===== config.mk =====
export PLATFORM = sky130hd
export DESIGN_NAME = rob_inp_arb
export DESIGN_NICKNAME = d
export VERILOG_FILES = /design/src/rtl/rob_inp_arb.sv
export SDC_FILE = /design/constraint.sdc
export NUM_CORES = 1
export LEC_CHECK = 0
export BUFFER_PORTS_ARGS = -buffer_cell sky130_fd_sc_hd__buf_2
export CORE_MARGIN = 1.5
export CORE_UTILIZATION = 48
export DETAILED_ROUTE_END_ITERATION = 6
export PLACE_DENSITY = 0.87
export SETUP_SLACK_MARGIN = 0.5
export SLEW_MARGIN = 40
export SYNTH_ARGS = -nofsm -noshare
export SYNTH_HDL_FRONTEND = slang
export SYNTH_SLANG_ARGS = --single-unit

===== constraint.sdc =====
create_clock -name i_clk -period 3 [get_ports i_clk]
set_clock_uncertainty 0.1 [all_clocks]
set_input_delay 0.3 -clock i_clk [delete_from_list [all_inputs] [get_ports i_clk]]
set_output_delay 0.3 -clock i_clk [all_outputs]
set_load 0.01 [all_outputs]

===== src/rtl/rob_inp_arb.sv =====
// rtl/rob_inp_arb.sv - round-robin arbiter for the ROB packet-input port, drain bridge and head-gap stall counter
// Optional feature macro: ROB_INP_ARB_RETRY_EN (rejects of PIDs ahead of the ROB window stay pending instead of pulsing reject)
module rob_inp_arb #(
    parameter int p_NUM_SRC   = 4,
    parameter int p_WORD_LEN  = 8,
    parameter int p_PID_LEN   = 8,
    parameter int p_ROB_SIZE  = 8,
    parameter int p_STALL_LEN = 16
) (
    input  logic                            i_clk,
    input  logic                            i_reset_n,
    input  logic [p_NUM_SRC-1:0]            i_src_valid,
    input  logic [p_NUM_SRC*p_PID_LEN-1:0]  i_src_pid,
    input  logic [p_NUM_SRC*p_WORD_LEN-1:0] i_src_data,
    output logic [p_NUM_SRC-1:0]            o_src_done,
    output logic [p_NUM_SRC-1:0]            o_src_reject,
    output logic [p_PID_LEN-1:0]            o_rob_inp_pid,
    output logic [p_WORD_LEN-1:0]           o_rob_inp_data,
    output logic                            o_rob_inp_en,
    input  logic                            i_rob_inp_ack,
    input  logic [p_PID_LEN-1:0]            i_rob_min_pid,
    input  logic [p_PID_LEN-1:0]            i_rob_max_pid,
    input  logic [p_WORD_LEN-1:0]           i_rob_out_data,
    input  logic                            i_rob_out_valid,
    output logic                            o_rob_out_en,
    output logic [p_WORD_LEN-1:0]           o_dn_data,
    output logic                            o_dn_valid,
    input  logic                            i_dn_ready,
    output logic                            o_busy,
    output logic [p_STALL_LEN-1:0]          o_hol_stall_cnt
);

    localparam int IDX_W = $clog2(p_NUM_SRC);
    localparam logic [IDX_W:0]     c_NUM_SRC_X  = (IDX_W+1)'(p_NUM_SRC);
    localparam logic [IDX_W-1:0]   c_LAST_IDX   = IDX_W'(p_NUM_SRC - 1);
    localparam logic [p_PID_LEN:0] c_ROB_SIZE_X = (p_PID_LEN+1)'(p_ROB_SIZE);

`ifdef ROB_INP_ARB_RETRY_EN
    localparam bit c_RETRY_EN = 1'b1;
`else
    localparam bit c_RETRY_EN = 1'b0;
`endif

    typedef enum logic [1:0] {
        ST_IDLE  = 2'd0,
        ST_ISSUE = 2'd1,
        ST_WAIT  = 2'd2
    } state_t;

    state_t                 state_q, state_d;
    logic [IDX_W-1:0]       rr_q, rr_d;
    logic [IDX_W-1:0]       gnt_q, gnt_d;
    logic [p_PID_LEN-1:0]   pid_q, pid_d;
    logic [p_WORD_LEN-1:0]  data_q, data_d;
    logic [p_STALL_LEN-1:0] stall_q, stall_d;

    logic                   pick_found;
    logic [IDX_W-1:0]       pick_idx;
    logic [IDX_W:0]         scan_idx;
    logic [p_NUM_SRC-1:0]   gnt_oh;
    logic [p_PID_LEN-1:0]   pid_diff;
    logic                   pid_ahead;
    logic                   hold_retry;

    // Round-robin search: first requester at or above the rr pointer, wrapping around
    always_comb begin
        pick_found = 1'b0;
        pick_idx   = '0;
        scan_idx   = '0;
        for (int i = 0; i < p_NUM_SRC; i++) begin
            scan_idx = {1'b0, rr_q} + (IDX_W+1)'(i);
            if (scan_idx >= c_NUM_SRC_X) begin
                scan_idx = scan_idx - c_NUM_SRC_X;
            end
            if (!pick_found && i_src_valid[scan_idx[IDX_W-1:0]]) begin
                pick_found = 1'b1;
                pick_idx   = scan_idx[IDX_W-1:0];
            end
        end
    end

    // Reject classification: PID lies beyond the ROB window, so a later retry may succeed
    always_comb begin
        pid_diff   = pid_q - i_rob_min_pid;
        pid_ahead  = (pid_q > i_rob_min_pid) && ({1'b0, pid_diff} >= c_ROB_SIZE_X);
        hold_retry = c_RETRY_EN && pid_ahead;
        gnt_oh     = {{(p_NUM_SRC-1){1'b0}}, 1'b1} << gnt_q;
    end

    // State and datapath registers
    always_ff @(posedge i_clk or negedge i_reset_n) begin
        if (!i_reset_n) begin
            state_q <= ST_IDLE;
            rr_q    <= '0;
            gnt_q   <= '0;
            pid_q   <= '0;
            data_q  <= '0;
        end else begin
            state_q <= state_d;
            rr_q    <= rr_d;
            gnt_q   <= gnt_d;
            pid_q   <= pid_d;
            data_q  <= data_d;
        end
    end

    // Next-state: latch the winner in IDLE, advance rr pointer when the transaction closes
    always_comb begin
        state_d = state_q;
        rr_d    = rr_q;
        gnt_d   = gnt_q;
        pid_d   = pid_q;
        data_d  = data_q;
        unique case (state_q)
            ST_IDLE: begin
                if (pick_found) begin
                    gnt_d   = pick_idx;
                    pid_d   = i_src_pid[pick_idx*p_PID_LEN +: p_PID_LEN];
                    data_d  = i_src_data[pick_idx*p_WORD_LEN +: p_WORD_LEN];
                    state_d = ST_ISSUE;
                end
            end
            ST_ISSUE: begin
                state_d = ST_WAIT;
            end
            ST_WAIT: begin
                rr_d    = (gnt_q == c_LAST_IDX) ? '0 : gnt_q + 1'b1;
                state_d = ST_IDLE;
            end
            default: begin
                state_d = ST_IDLE;
            end
        endcase
    end

    // Outputs: single-cycle ROB write in ISSUE, done/reject pulse in WAIT from the registered ack
    always_comb begin
        o_busy         = (state_q != ST_IDLE);
        o_rob_inp_en   = (state_q == ST_ISSUE);
        o_rob_inp_pid  = pid_q;
        o_rob_inp_data = data_q;
        o_src_done     = '0;
        o_src_reject   = '0;
        if (state_q == ST_WAIT) begin
            if (i_rob_inp_ack) begin
                o_src_done = gnt_oh;
            end else if (!hold_retry) begin
                o_src_reject = gnt_oh;
            end
        end
    end

    // Drain bridge: zero-latency pass-through, pop only when downstream takes the head
    always_comb begin
        o_dn_valid   = i_rob_out_valid;
        o_dn_data    = i_rob_out_data;
        o_rob_out_en = i_rob_out_valid && i_dn_ready;
    end

    // Head-gap stall counter: count while the ROB holds packets but the head is missing
    always_comb begin
        stall_d = stall_q;
        if (i_rob_out_valid) begin
            stall_d = '0;
        end else if ((i_rob_max_pid != i_rob_min_pid) && (stall_q != '1)) begin
            stall_d = stall_q + 1'b1;
        end
    end

    // Stall counter register
    always_ff @(posedge i_clk or negedge i_reset_n) begin
        if (!i_reset_n) begin
            stall_q <= '0;
        end else begin
            stall_q <= stall_d;
        end
    end

    assign o_hol_stall_cnt = stall_q;

endmodule


# [Yosys cells after proc, flatten, opt, wreduce, memory -nomap -nowiden]
# Index checks and enable logic that the tools add are counted.
[op_classes] addsub=9 order_cmp=8 n_eq_ne=6 shift=3 muxes=29 reduce_logical=12
[op_table] operator="variable part select 32 x 6 -> 8 bit" n=2
[op_table] operator="two-way mux 16 bit" n=2
[op_table] operator="two-way mux 2 bit" n=10
[op_table] operator="adder 16 x 1 -> 16 bit, second input constant" n=1
[op_table] operator="two-way mux 4 bit" n=4
[op_table] operator="!= test 16 bit, second input constant" n=1
[op_table] operator="less-than comparator 2 x 3 -> 1 bit, second input constant" n=4
[op_table] operator=">= comparator 3 bit, second input constant" n=3
[op_table] operator="binary-select mux 1 bit (select 2 bit)" n=4
[op_table] operator="two-way mux 1 bit" n=8
[op_table] operator="!= test 8 bit" n=1
[op_table] operator="subtractor 2 x 1 -> 2 bit, second input constant" n=4
[op_table] operator="adder 2 x 2 -> 3 bit, second input constant" n=2
[op_table] operator="logical AND 1 bit" n=5
[op_table] operator="== test 2 bit, second input constant" n=2
[op_table] operator="case mux 2 bit (2 select lines)" n=1
[op_table] operator="nonzero test 2 bit" n=2
[op_table] operator="<< shifter 1 x 2 -> 4 bit, first input constant" n=1
[op_table] operator="adder 2 x 1 -> 3 bit, second input constant" n=1
[op_table] operator=">= comparator 2 x 3 -> 1 bit, second input constant" n=1
[op_table] operator="logical NOT 1 bit" n=3
[op_table] operator="adder 2 x 1 -> 2 bit, second input constant" n=1
[op_table] operator="== test 2 x 1 -> 1 bit, second input constant" n=1
[op_table] operator="logical NOT 2 bit" n=1
[op_table] operator="other kinds (2)" n=2
[totals] regBits=38 input_bits=97 output_inout_bits=52 elab_cells=73

# [Logic depth before layout (Yosys ltp)]
[depth] depth_word=16 mapped_depth=8 depth_no_buf=6

# [Worst setup path after synthesis]
# OpenSTA, ideal clock, no wires.
[synth_path] kind="register -> register" from="register stall_q[0], in the netlist o_hol_stall_cnt[0]" to="register stall_q[13], in the netlist o_hol_stall_cnt[13]" setup_ns=0.125 arrival_time_ns=1.710 t_required_ns=2.775 path_slack_ns=1.064 stages_incl_launch_ff=8 path_buffers=1 synth_period_minus_slack_ns=1.936 cell_sequence="dfrtp_1 ha_1 nand3_2 nor4_4 nor2b_4 buf_4 nor4_1 mux2_4"
[synth_between] elab_chain_len=3 word_cells_on_any_way=6 cone_classes="add/sub: 1; eq/ne: 1; mux: 2; reduce/logical: 2"
[synth_rtl] element="from (decl)" line_no="55" source="logic [p_STALL_LEN-1:0] stall_q, stall_d;"
[synth_rtl] element="from (signal assigned)" line_no="175" source="stall_q <= stall_d;"
[synth_rtl] element="adder 16 x 1 -> 16 bit or != test 16 bit (tied branches)" line_no="166, 165"
[synth_rtl] element="two-way mux 16 bit or logical AND 1 bit (tied branches)" line_no="165" source="end else if ((i_rob_max_pid != i_rob_min_pid) && (stall_q != '1)) begin"
[synth_rtl] element="two-way mux 16 bit or nonzero test 2 bit (tied branches)"
# Parallel ways exist; a longest one is shown, timed or not. The select of a mux whose other input is x is not followed.
# A chain may end at the register's enable or synchronous reset.

# [Worst setup path in the final report]
# Ends and elaborated chain as after synthesis.

==> flow_metrics.tcl <==
set metrics [dict create \
    p_clk_share_pct 16.2 \
    synth.area.mux_share_pct 14.3 \
    placed_area_um2 3260 \
    grt_pass1_wl_mm 10.6 \
    p_int_uw 1360 \
    yosys_warnings 0 \
    place_congestion 0.814 \
    finalSetupViolations 0 \
    htreeDepth 2 \
    firstDrtPassIters 4 \
    multiInputGateArea_um2 1480 \
    worst_pin_slew_ps 704 \
    ys_seq_elements 38 \
    clockBufferDepth 2 \
    syn_inst 253 \
    num-fill-cells 423 \
    r2r-end "o_hol_stall_cnt[13]$_DFFE_PN0P_" \
    r2r_slack_ps 780 \
    seq_area_um2 951 \
    cts_buffers 5 \
    hold_class "in2reg" \
    cts_resized 0 \
    fin_crit_ps 2220 \
    synth_cell_type_count 46 \
    synth_top_family_by_area "simple AND/OR/NAND/NOR gates" \
    avgSynthCellArea_um2 10.5 \
    hp-start "i_src_data[14]" \
    numPortBuffers 132 \
    worstPathArrival_ps 2300 \
    hold_slack_ps 198 \
    outcome "finished, final reports clean" \
    fin_util_pct 64.5 \
    synth_largest_area_cell "dfrtp_1" \
    drtIter0Drc 73 \
    post-route-drc-count 0 \
    row_count 26 \
    synthXorXnorAreaFrac_pct 3.30 \
    nNetsFinal 476 \
    synth_nets 355 \
    diodes 0 \
    drive_gt1_share_pct 45.1 \
    synth_edf_count 0 \
    die_w_um 77.3 \
    worstRegToRegCells 6 \
    max_slew_margin_pct 53.1 \
    synth_top_area_share_pct 35.8 \
    antenna_left 0 \
    grt_pass1_vias 2411 \
    startpoint_type "register" \
    avgViaCountPerCell 5.52 \
    switching_share_pct 39.5 \
    drv_cap 0 \
    stdcell_area_um2 3360 \
    setup_tns_ps 0 \
    min_path_cells 3 \
    syn2layout_area_growth_pct 26.6 \
    ctsRootBufferMaster "clkbuf_8" \
    netSwitchingPower_uw 890 \
    clock_sinks 38 \
    end_kind "register" \
    cp.required_ps 3080 \
    wl_mm 6.70 \
    vdd_drop_max_v 0.000299 \
    dominantRegCellSynth "dfrtp_1" \
    power.density_nw_per_um2 670 \
    seqPwrFrac_pct 34.4 \
    insertion_delay_ps 290 \
    grt_start_max_net_pins 39 \
    synth_area_leaders "dfrtp_1 (36%), mux2i_1 (12%), o221ai_2 (5.7%)" \
    power_frac_comb_pct 49.5 \
    synthSimpleGateAreaFrac_pct 18.4 \
    wire_per_inst_um 15.1 \
    core_um2 5200 \
    synth_adder_area_share_pct 2.36 \
    synth_compound_area_share_pct 17.5 \
    pin_count 149 \
    p_total_uw 2250 \
    die_height_um 77.3 \
    die_area_um2 5980 \
    tritoncts "built" \
    overflow 0 \
    synth.most_common_cell "dfrtp_1" \
    hold_viol_final 0 \
    netlist_area_um2 2650 \
    max_freq_ghz 0.451 \
    r2r_start "o_hol_stall_cnt[0]$_DFFE_PN0P_" \
    crit_fanout 22 \
    maxSlewViolCount 0 \
    ys_top_cells_by_count "dfrtp_1 (38), mux2i_1 (32), nand2_1 (27)" \
    dr_total_vias 2456 \
    dp_hpwl_mm 5.03 \
    min_period_over_period_pct 73.9 \
    rsz0062_at_grt "no" \
    track_usage_pct 21.9 \
    crit_type "reg2reg" \
    clkTransAtPathRegs_ps 80 \
    antenna_found_initial 0 \
    yosysSeqAreaShare_pct 35.8 \
    leakage_uw 0.00172 \
    async_flop_share_pct 100 \
    worstHoldEndpoint "o_rob_inp_data[6]$_DFFE_PN0P_" \
    start_util_pct 51.0 \
]
metal layers:
metal,vias up,share of wire (%),track usage [%]
li1,1176,-,-
met1,1161,39,25.8
met2,109,52,39.9
met3,10,7.6,4.47
met4,0,1.2,6.55
met5,-,0,0
cells in the final DEF (no fill, tap or decap), types with 6 or more instances in the layout:
cell / count
nand2_1: 27
xnor2_1: 8
nor2_1: 10
clkbuf_8: 6
mux2i_1: 32
buf_2: 131
o31ai_1: 7
inv_1: 6
a21oi_1: 13
or4_1: 9
o221ai_2: 10
dfrtp_1: 38
how the worst max path moves through the flow:
stage | endpoint | cells past startpoint | from
after global routing | o_hol_stall_cnt[8]$_DFFE_PN0P_ | 6 | o_hol_stall_cnt[0]$_DFFE_PN0P_
final | o_hol_stall_cnt[13]$_DFFE_PN0P_ | 6 | o_hol_stall_cnt[0]$_DFFE_PN0P_
after detailed placement | o_hol_stall_cnt[13]$_DFFE_PN0P_ | 6 | o_hol_stall_cnt[0]$_DFFE_PN0P_
after floorplan | o_hol_stall_cnt[13]$_DFFE_PN0P_ | 7 | o_hol_stall_cnt[0]$_DFFE_PN0P_
after CTS | o_hol_stall_cnt[13]$_DFFE_PN0P_ | 6 | o_hol_stall_cnt[0]$_DFFE_PN0P_
after global placement | o_rob_inp_data[6]$_DFFE_PN0P_ | 6 | rr_q[1]$_DFFE_PN0P_
state kept, by name, indices dropped and copies added (netlist names):
register	count
o_hol_stall_cnt	16
o_rob_inp_data	8
o_rob_inp_pid	8
gnt_q	2
rr_q	2
state_q	2
timing repair:
| item | 4_1_cts | 5_1_grt |
|---|---|---|
| buffers inserted | 0 | 0 |
| hold buffers | 1 | 0 |
| endpoints found under the hold margin | 38 | 0 |
power by group through the flow:
stage | logic, uW | registers [uW] | clock network, uW
floorplan | 795 | 808 | 0
global placement | 1090 | 770 | 0
detailed placement | 1130 | 782 | 0
CTS | 1130 | 772 | 380
global route | 1230 | 794 | 399
finish | 1110 | 774 | 364
layout make-up:
class	count	area share (%)
clock inverters	1	0.149
inverters	7	0.931
well taps	70	2.61
clock buffers	7	2.57
multi-input cells	185	44.1
repair buffers	137	21.3
flip-flops and latches	38	28.3
worst max-delay path: stages, from the launching register on:
cell and delay (ps):
dfrtp_1 430, ha_1 210, nand3_2 110, nor4_4 310, nor2b_4 490, nor4_1 130, mux2_4 310
cell families (layout without fill, tap and decap cells):
kind of cell             Yosys count  count (layout)
adder cells (fa/ha/maj)            5               5
XOR/XNOR                          10              10
flip-flops                        38              38
multiplexers                      36              36
buffers and inverters             30             152
AO/OA/AOI/OAI                     51              51
AND/OR/NAND/NOR                   83              83
through the flow:
step / cells / setup slack, ps
final: 445 / 784
after global routing: 445 / 648
after CTS: 445 / 792
after detailed placement: 436 / 804
after global placement: 436 / 890
after floorplan: 253 / 1060
Note: power is estimated with default switching activity, not from simulation.
